<file path="config.mk">
export PLATFORM = sky130hd
export DESIGN_NAME = lcd_frame_writer
export DESIGN_NICKNAME = d
export VERILOG_FILES = /design/src/rtl/lcd_pkg.sv /design/src/rtl/lcd_write_strobe.sv /design/src/rtl/lcd_frame_writer.sv
export SDC_FILE = /design/constraint.sdc
export NUM_CORES = 1
export LEC_CHECK = 0
export ABC_AREA = 1
export CAP_MARGIN = 0
export CORE_UTILIZATION = 50
export CTS_CLUSTER_DIAMETER = 200
export DETAILED_ROUTE_END_ITERATION = 7
export PLACE_DENSITY_LB_ADDON = 0.25
export SETUP_SLACK_MARGIN = 0.5
export SYNTH_ARGS = -nofsm -noshare
export SYNTH_HDL_FRONTEND = slang
export SYNTH_SLANG_ARGS = --single-unit
</file>
<file path="constraint.sdc">
create_clock -name clk -period 2.2 [get_ports clk]
set_input_delay 0.44 -clock clk [delete_from_list [all_inputs] [get_ports clk]]
set_output_delay 0.44 -clock clk [all_outputs]
set_load 0.005 [all_outputs]
</file>
<file path="src/rtl/lcd_pkg.sv">
// Shared constants, state encoding and helpers for the
// HD44780 16x2 frame writer.
package lcd_pkg;

    localparam logic [7:0] CMD_FUNC    = 8'h38;
    localparam logic [7:0] CMD_DISP_ON = 8'h0C;
    localparam logic [7:0] CMD_ENTRY   = 8'h06;
    localparam logic [7:0] CMD_CLEAR   = 8'h01;
    localparam logic [7:0] CMD_ROW0    = 8'h80;
    localparam logic [7:0] CMD_ROW1    = 8'hC0;

    typedef logic [3:0] state_t;

    localparam state_t ST_PWR_WAIT = 4'd0;
    localparam state_t ST_INIT     = 4'd1;
    localparam state_t ST_LOAD     = 4'd2;
    localparam state_t ST_ADDR0    = 4'd3;
    localparam state_t ST_CHARS0   = 4'd4;
    localparam state_t ST_ADDR1    = 4'd5;
    localparam state_t ST_CHARS1   = 4'd6;
    localparam state_t ST_DONE     = 4'd7;
    localparam state_t ST_IDLE     = 4'd8;

    // Character 0 sits in the top byte of the line.
    function automatic logic [7:0] char_at(
        input logic [127:0] s,
        input logic [3:0]   i
    );
        logic [127:0] t;
        t = s << {i, 3'b000};
        return t[127:120];
    endfunction

    function automatic logic [7:0] init_cmd(input logic [1:0] i);
        logic [7:0] c;
        c = CMD_FUNC;
        case (i)
            2'd0: c = CMD_FUNC;
            2'd1: c = CMD_DISP_ON;
            2'd2: c = CMD_ENTRY;
            2'd3: c = CMD_CLEAR;
            default: c = CMD_FUNC;
        endcase
        return c;
    endfunction

endpackage

</file>
<file path="src/rtl/lcd_write_strobe.sv">
// One LCD bus write: SETUP, EN_CYC-wide enable pulse, then settle.
// rs/data are latched at start and held until the next write.
module lcd_write_strobe #(
    parameter int EN_CYC = 50,
    parameter int CW     = 8
) (
    input  logic          clk,
    input  logic          rst_n,
    input  logic          start,
    input  logic          rs,
    input  logic [7:0]    data,
    input  logic [CW-1:0] settle,
    output logic          lcd_rs,
    output logic          lcd_e,
    output logic [7:0]    lcd_data,
    output logic          done,
    output logic          idle
);

    localparam logic [1:0] PH_IDLE   = 2'd0;
    localparam logic [1:0] PH_SETUP  = 2'd1;
    localparam logic [1:0] PH_PULSE  = 2'd2;
    localparam logic [1:0] PH_SETTLE = 2'd3;

    localparam logic [CW-1:0] ONE     = CW'(1);
    localparam logic [CW-1:0] EN_LAST = CW'(EN_CYC - 1);

    logic [1:0]    phase;
    logic [CW-1:0] cnt;
    logic [CW-1:0] settle_q;

    assign lcd_e = (phase == PH_PULSE);
    assign idle  = (phase == PH_IDLE);
    assign done  = (phase == PH_SETTLE) && (cnt == settle_q - ONE);

    always_ff @(posedge clk) begin
        if (!rst_n) begin
            phase    <= PH_IDLE;
            cnt      <= '0;
            settle_q <= '0;
            lcd_rs   <= 1'b0;
            lcd_data <= 8'h00;
        end else begin
            case (phase)
                PH_IDLE: begin
                    if (start) begin
                        phase    <= PH_SETUP;
                        lcd_rs   <= rs;
                        lcd_data <= data;
                        settle_q <= settle;
                        cnt      <= '0;
                    end
                end
                PH_SETUP: phase <= PH_PULSE;
                PH_PULSE: begin
                    if (cnt == EN_LAST) begin
                        phase <= PH_SETTLE;
                        cnt   <= '0;
                    end else begin
                        cnt <= cnt + ONE;
                    end
                end
                PH_SETTLE: begin
                    if (done) begin
                        phase <= PH_IDLE;
                        cnt   <= '0;
                    end else begin
                        cnt <= cnt + ONE;
                    end
                end
                default: phase <= PH_IDLE;
            endcase
        end
    end

endmodule

</file>
<file path="src/rtl/lcd_frame_writer.sv">
// Power-up init and two-line redraw sequencer for a 16x2 LCD;
// redraws whenever the text changes or a refresh is requested.
module lcd_frame_writer
    import lcd_pkg::*;
#(
    parameter int PWR_CYC = 2_000_000,
    parameter int EN_CYC  = 50,
    parameter int CMD_CYC = 5_000,
    parameter int CLR_CYC = 200_000
) (
    input  logic         clk,
    input  logic         rst_n,
    input  logic [127:0] line0,
    input  logic [127:0] line1,
    input  logic         refresh_req,
    output logic         lcd_rs,
    output logic         lcd_rw,
    output logic         lcd_e,
    output logic [7:0]   lcd_data,
    output logic         busy,
    output logic         frame_done
);

    localparam int M1   = (PWR_CYC > EN_CYC) ? PWR_CYC : EN_CYC;
    localparam int M2   = (CMD_CYC > CLR_CYC) ? CMD_CYC : CLR_CYC;
    localparam int MAXP = (M1 > M2) ? M1 : M2;
    localparam int CW   = $clog2(MAXP + 1);

    localparam logic [CW-1:0] ONE      = CW'(1);
    localparam logic [CW-1:0] PWR_LAST = CW'(PWR_CYC - 1);

    state_t        state;
    logic [CW-1:0] pwr_cnt;
    logic [3:0]    idx;
    logic [127:0]  shadow0;
    logic [127:0]  shadow1;
    logic          pending;
    logic          changed;

    logic          wr_state;
    logic          wr_start;
    logic          wr_rs;
    logic [7:0]    wr_byte;
    logic [CW-1:0] wr_settle;
    logic          wr_done;
    logic          wr_idle;

    assign lcd_rw     = 1'b0;
    assign frame_done = (state == ST_DONE);
    assign changed    = (line0 != shadow0) || (line1 != shadow1);

    assign wr_state = state inside {ST_INIT, ST_ADDR0, ST_CHARS0,
                                    ST_ADDR1, ST_CHARS1};
    assign wr_start = wr_state && wr_idle;

    always_comb begin
        wr_rs   = 1'b0;
        wr_byte = 8'h00;
        case (state)
            ST_INIT:   wr_byte = init_cmd(idx[1:0]);
            ST_ADDR0:  wr_byte = CMD_ROW0;
            ST_ADDR1:  wr_byte = CMD_ROW1;
            ST_CHARS0: begin
                wr_rs   = 1'b1;
                wr_byte = char_at(shadow0, idx);
            end
            ST_CHARS1: begin
                wr_rs   = 1'b1;
                wr_byte = char_at(shadow1, idx);
            end
            default: ;
        endcase
    end

    // Clear Display needs the long settle; a data byte 0x01 does not.
    assign wr_settle = (!wr_rs && wr_byte == CMD_CLEAR) ?
                       CW'(CLR_CYC) : CW'(CMD_CYC);

    always_ff @(posedge clk) begin
        if (!rst_n) begin
            state   <= ST_PWR_WAIT;
            pwr_cnt <= '0;
            idx     <= 4'd0;
            shadow0 <= '0;
            shadow1 <= '0;
            pending <= 1'b0;
            busy    <= 1'b0;
        end else begin
            busy <= 1'b1;
            if (state != ST_IDLE && state != ST_LOAD &&
                (refresh_req || changed))
                pending <= 1'b1;
            case (state)
                ST_PWR_WAIT: begin
                    if (pwr_cnt == PWR_LAST) state <= ST_INIT;
                    else pwr_cnt <= pwr_cnt + ONE;
                end
                ST_INIT: begin
                    if (wr_done) begin
                        if (idx == 4'd3) begin
                            idx   <= 4'd0;
                            state <= ST_LOAD;
                        end else begin
                            idx <= idx + 4'd1;
                        end
                    end
                end
                ST_LOAD: begin
                    shadow0 <= line0;
                    shadow1 <= line1;
                    pending <= 1'b0;
                    state   <= ST_ADDR0;
                end
                ST_ADDR0: if (wr_done) state <= ST_CHARS0;
                ST_CHARS0: begin
                    if (wr_done) begin
                        if (idx == 4'd15) begin
                            idx   <= 4'd0;
                            state <= ST_ADDR1;
                        end else begin
                            idx <= idx + 4'd1;
                        end
                    end
                end
                ST_ADDR1: if (wr_done) state <= ST_CHARS1;
                ST_CHARS1: begin
                    if (wr_done) begin
                        if (idx == 4'd15) begin
                            idx   <= 4'd0;
                            state <= ST_DONE;
                        end else begin
                            idx <= idx + 4'd1;
                        end
                    end
                end
                ST_DONE: begin
                    if (pending || changed || refresh_req) begin
                        state <= ST_LOAD;
                    end else begin
                        state <= ST_IDLE;
                        busy  <= 1'b0;
                    end
                end
                ST_IDLE: begin
                    if (changed || refresh_req) state <= ST_LOAD;
                    else busy <= 1'b0;
                end
                default: state <= ST_IDLE;
            endcase
        end
    end

    lcd_write_strobe #(
        .EN_CYC (EN_CYC),
        .CW     (CW)
    ) u_strobe (
        .clk      (clk),
        .rst_n    (rst_n),
        .start    (wr_start),
        .rs       (wr_rs),
        .data     (wr_byte),
        .settle   (wr_settle),
        .lcd_rs   (lcd_rs),
        .lcd_e    (lcd_e),
        .lcd_data (lcd_data),
        .done     (wr_done),
        .idle     (wr_idle)
    );

endmodule

</file>
==> results.toml <==
[setup_path]
crit_type = "register to register"
crit_path_end_kind = "register"
worst-path-max-fanout = 9
worst_ep_arrival_time_ns = 3.00
worstPathRequired_ns = 2.61
critPathLaunchType = "register"

[grt]
grt_max_degree = 165
antenna_found_initial = 6
grt_pass1_wl_mm = 115.0
grt_pass1_vias = 21560
grtUsageTotal = 0.3795
overflow = 0

[sta]
setup_slack_ns = -0.3901
skew_ns = 0.01487
relSlewSlack = 0.3701
rsz0062_at_grt = "yes"
drv_slew = 0
fmax_mhz = 386.1
setup_viol = 41
hold_viol_final = 0
period_share = 1.177
tns_ns = -6.480
final.min_clock_period_ns = 2.590
tightest_slew_ns = 0.9448

[pwr]
ir_worst_vdd_mv = 0.7496
p_leak_nw = 11.32
p_sw_frac = 0.4064
power_frac_seq = 0.285
intPower_mw = 19.08
p_per_area_nw_per_um2 = 1127
p_comb_frac = 0.502
clkPwrFrac = 0.213
power.switching_mw = 13.07

[clock_tree]
h-tree-depth = 2
root_buffer = "clkbuf_16"
cts_tree = "yes"
cts_buffers = 38
clk_latency_ns = 0.55
clockBufferDepth = 3
cts_hold_buf = 0
cts_sinks = 322
cts.clk_slew.worst_paths_ns = 0.06

[layout]
final_cell_mix = "nand2_1 (421), nor2_1 (285), dfxtp_1 (284)"
fin_nets = 3586
drive_gt1_frac = 0.2418
final_common_cell = "nand2_1"
areaGrowthSynthToFinish_pct = 51.55
seq_area_um2 = 6506
multi_input_area_um2 = 12350
final_core_util = 0.7739
fillers = 2541

[synthesis]
ys_seq_area_frac = 0.3423
ys_async_sr_fraction = 0
synthesis.nets = 3151
avgSynthCellArea_um2 = 6.545
ys_warn_count = 0
netlist_area_um2 = 18830
postSynthCellCount = 2877
synth_edf_count = 0
ys_types = 51
ys_ff_latch = 322
synthFlopType = "dfxtp_1"

[floorplan]
rows = 70
die_y_um = 196.1
initial_core_util = 0.5107
die_area_um2 = 38440
die_w_um = 196.1
ios = 272
design.core.area_um2 = 36870

[status]
violations = "setup timing"
outcome = "complete, but fails checks"

[route]
drc = 0
detail_route.wl_per_cell_um = 21.53
drt_wl_total_mm = 82.86
vias = 23473
drt_pass1_iterations = 6
routed_via_density = 6.098
ant_nets = 0
drt_iter0_drc = 3168

[placement]
gp_congestion = 0.9829
dp_slack_ns = -0.5675
dpl.hpwl_mm = 48.00
io_buffers = 270

[worst_hold_path]
worstHoldPathType = "input port to register"

[job]
max_cap_violations = 0
-- layer usage --
metal | up-vias | part of all wire | GRT usage | wire [µm]
met1 | 10816 | 0.37 | 0.4883 | 30430
met3 | 465 | 0.13 | 0.06550 | 10570
met4 | 6 | 0.064 | 0.1887 | 5311
li1 | 10398 | - | - | -
met2 | 1788 | 0.44 | 0.6132 | 36510
met5 | - | 0.00054 | 0 | 45
-- registers in the layout, indices dropped and copies added (netlist names), 2 cells and up --
| signal | flops |
|---|---|
| idx | 4 |
| pwr_cnt | 21 |
| shadow0 | 128 |
| shadow1 | 128 |
| state | 4 |
| u_strobe.cnt | 21 |
| u_strobe.lcd_data | 8 |
| u_strobe.phase | 2 |
| u_strobe.settle_q | 3 |
-- worst paths after layout --
check,cells past startpoint,slack [ns],from,to
worst max-delay path,19,-0.39,state[3]$_SDFFE_PN0P_,u_strobe.settle_q[12]$_SDFFE_PN0P_
worst max register to register,19,-0.39,state[3]$_SDFFE_PN0P_,u_strobe.settle_q[12]$_SDFFE_PN0P_
worst min register to register,2,0.48,shadow0[0]$_SDFFE_PN0P_,shadow0[0]$_SDFFE_PN0P_
worst min-delay path,3,0.27,line0[0],shadow0[0]$_SDFFE_PN0P_
-- synthesized netlist by cell type, drive strengths merged (20+ instances only) --
cell | number | share of area
buf | 74 | 0.024
xnor2 | 70 | 0.033
nand2 | 502 | 0.10
or2 | 32 | 0.011
dfxtp | 322 | 0.34
nand4 | 47 | 0.016
nor2 | 360 | 0.074
o211ai | 20 | 0.0080
a21oi | 221 | 0.059
nand3 | 315 | 0.084
xor2 | 71 | 0.033
clkbuf | 91 | 0.018
nor3 | 49 | 0.014
o21ai | 353 | 0.094
inv | 269 | 0.054
-- critical path, stage by stage, from the launching register on --
cell      delay (ns)
dfxtp_2         0.33
buf_6           0.11
nor2_4          0.13
buf_6           0.15
nand2_8         0.11
clkinv_8        0.10
buf_12          0.14
nand2_1         0.08
nand3_1         0.18
nand3_1         0.13
nand3_1         0.10
nand2_1         0.06
nand2_1         0.08
nand3_2         0.09
nand2_2         0.10
nand2_1         0.07
nor2_1          0.18
nand2_1         0.14
nand2_1         0.11
a21oi_2         0.05
-- layout make-up --
class | count | area share
inverters | 271 | 0.03771
multi-input cells | 2121 | 0.4327
clock inverters | 9 | 0.004297
diodes | 3 | 0.0002631
flip-flops and latches | 322 | 0.2280
repair buffers | 558 | 0.2314
well taps | 504 | 0.02210
clock buffers | 61 | 0.04349
-- what timing repair did --
item / CTS / global route
buffers inserted: 70 / 24
endpoints found under the setup margin: 315 / 317
gates resized for setup: 281 / 373
pin swaps: 80 / 141
cloned: 32 / 22
hold endpoints to repair: 0 / 0
-- per-stage QoR --
step                instance area [µm²]  cells  total power, mW  hold WS, ns
finish                            28540   3849            32.15       0.2666
CTS                               26580   3800            29.14       0.3002
floorplan                         19030   2877            15.38       0.4242
detailed placement                22900   3628            19.38       0.4483
global route                      28530   3848            33.38       0.2966
global placement                  22900   3628            19.07       0.4432
-- power groups by stage --
stage	Sequential (mW)	Combinational, mW	Clock [mW]
3_3_place_gp	8.87	10.2	0
6_report	9.16	16.1	6.84
4_1_cts	8.86	13.4	6.84
5_1_grt	9.26	17.0	7.10
2_1_floorplan	8.56	6.81	0
3_5_place_dp	8.94	10.4	0
-- cell families after synthesis --
kind of cell / after synthesis / synth area share
simple gates: 1324 / 0.3062
flops: 322 / 0.3423
buf+inv: 436 / 0.09615
fa+ha+maj: 15 / 0.009967
compound gates: 638 / 0.1791
other cells: 1 / 0.0001991
xor+xnor: 141 / 0.06598
(Power assumes the default switching activity.)
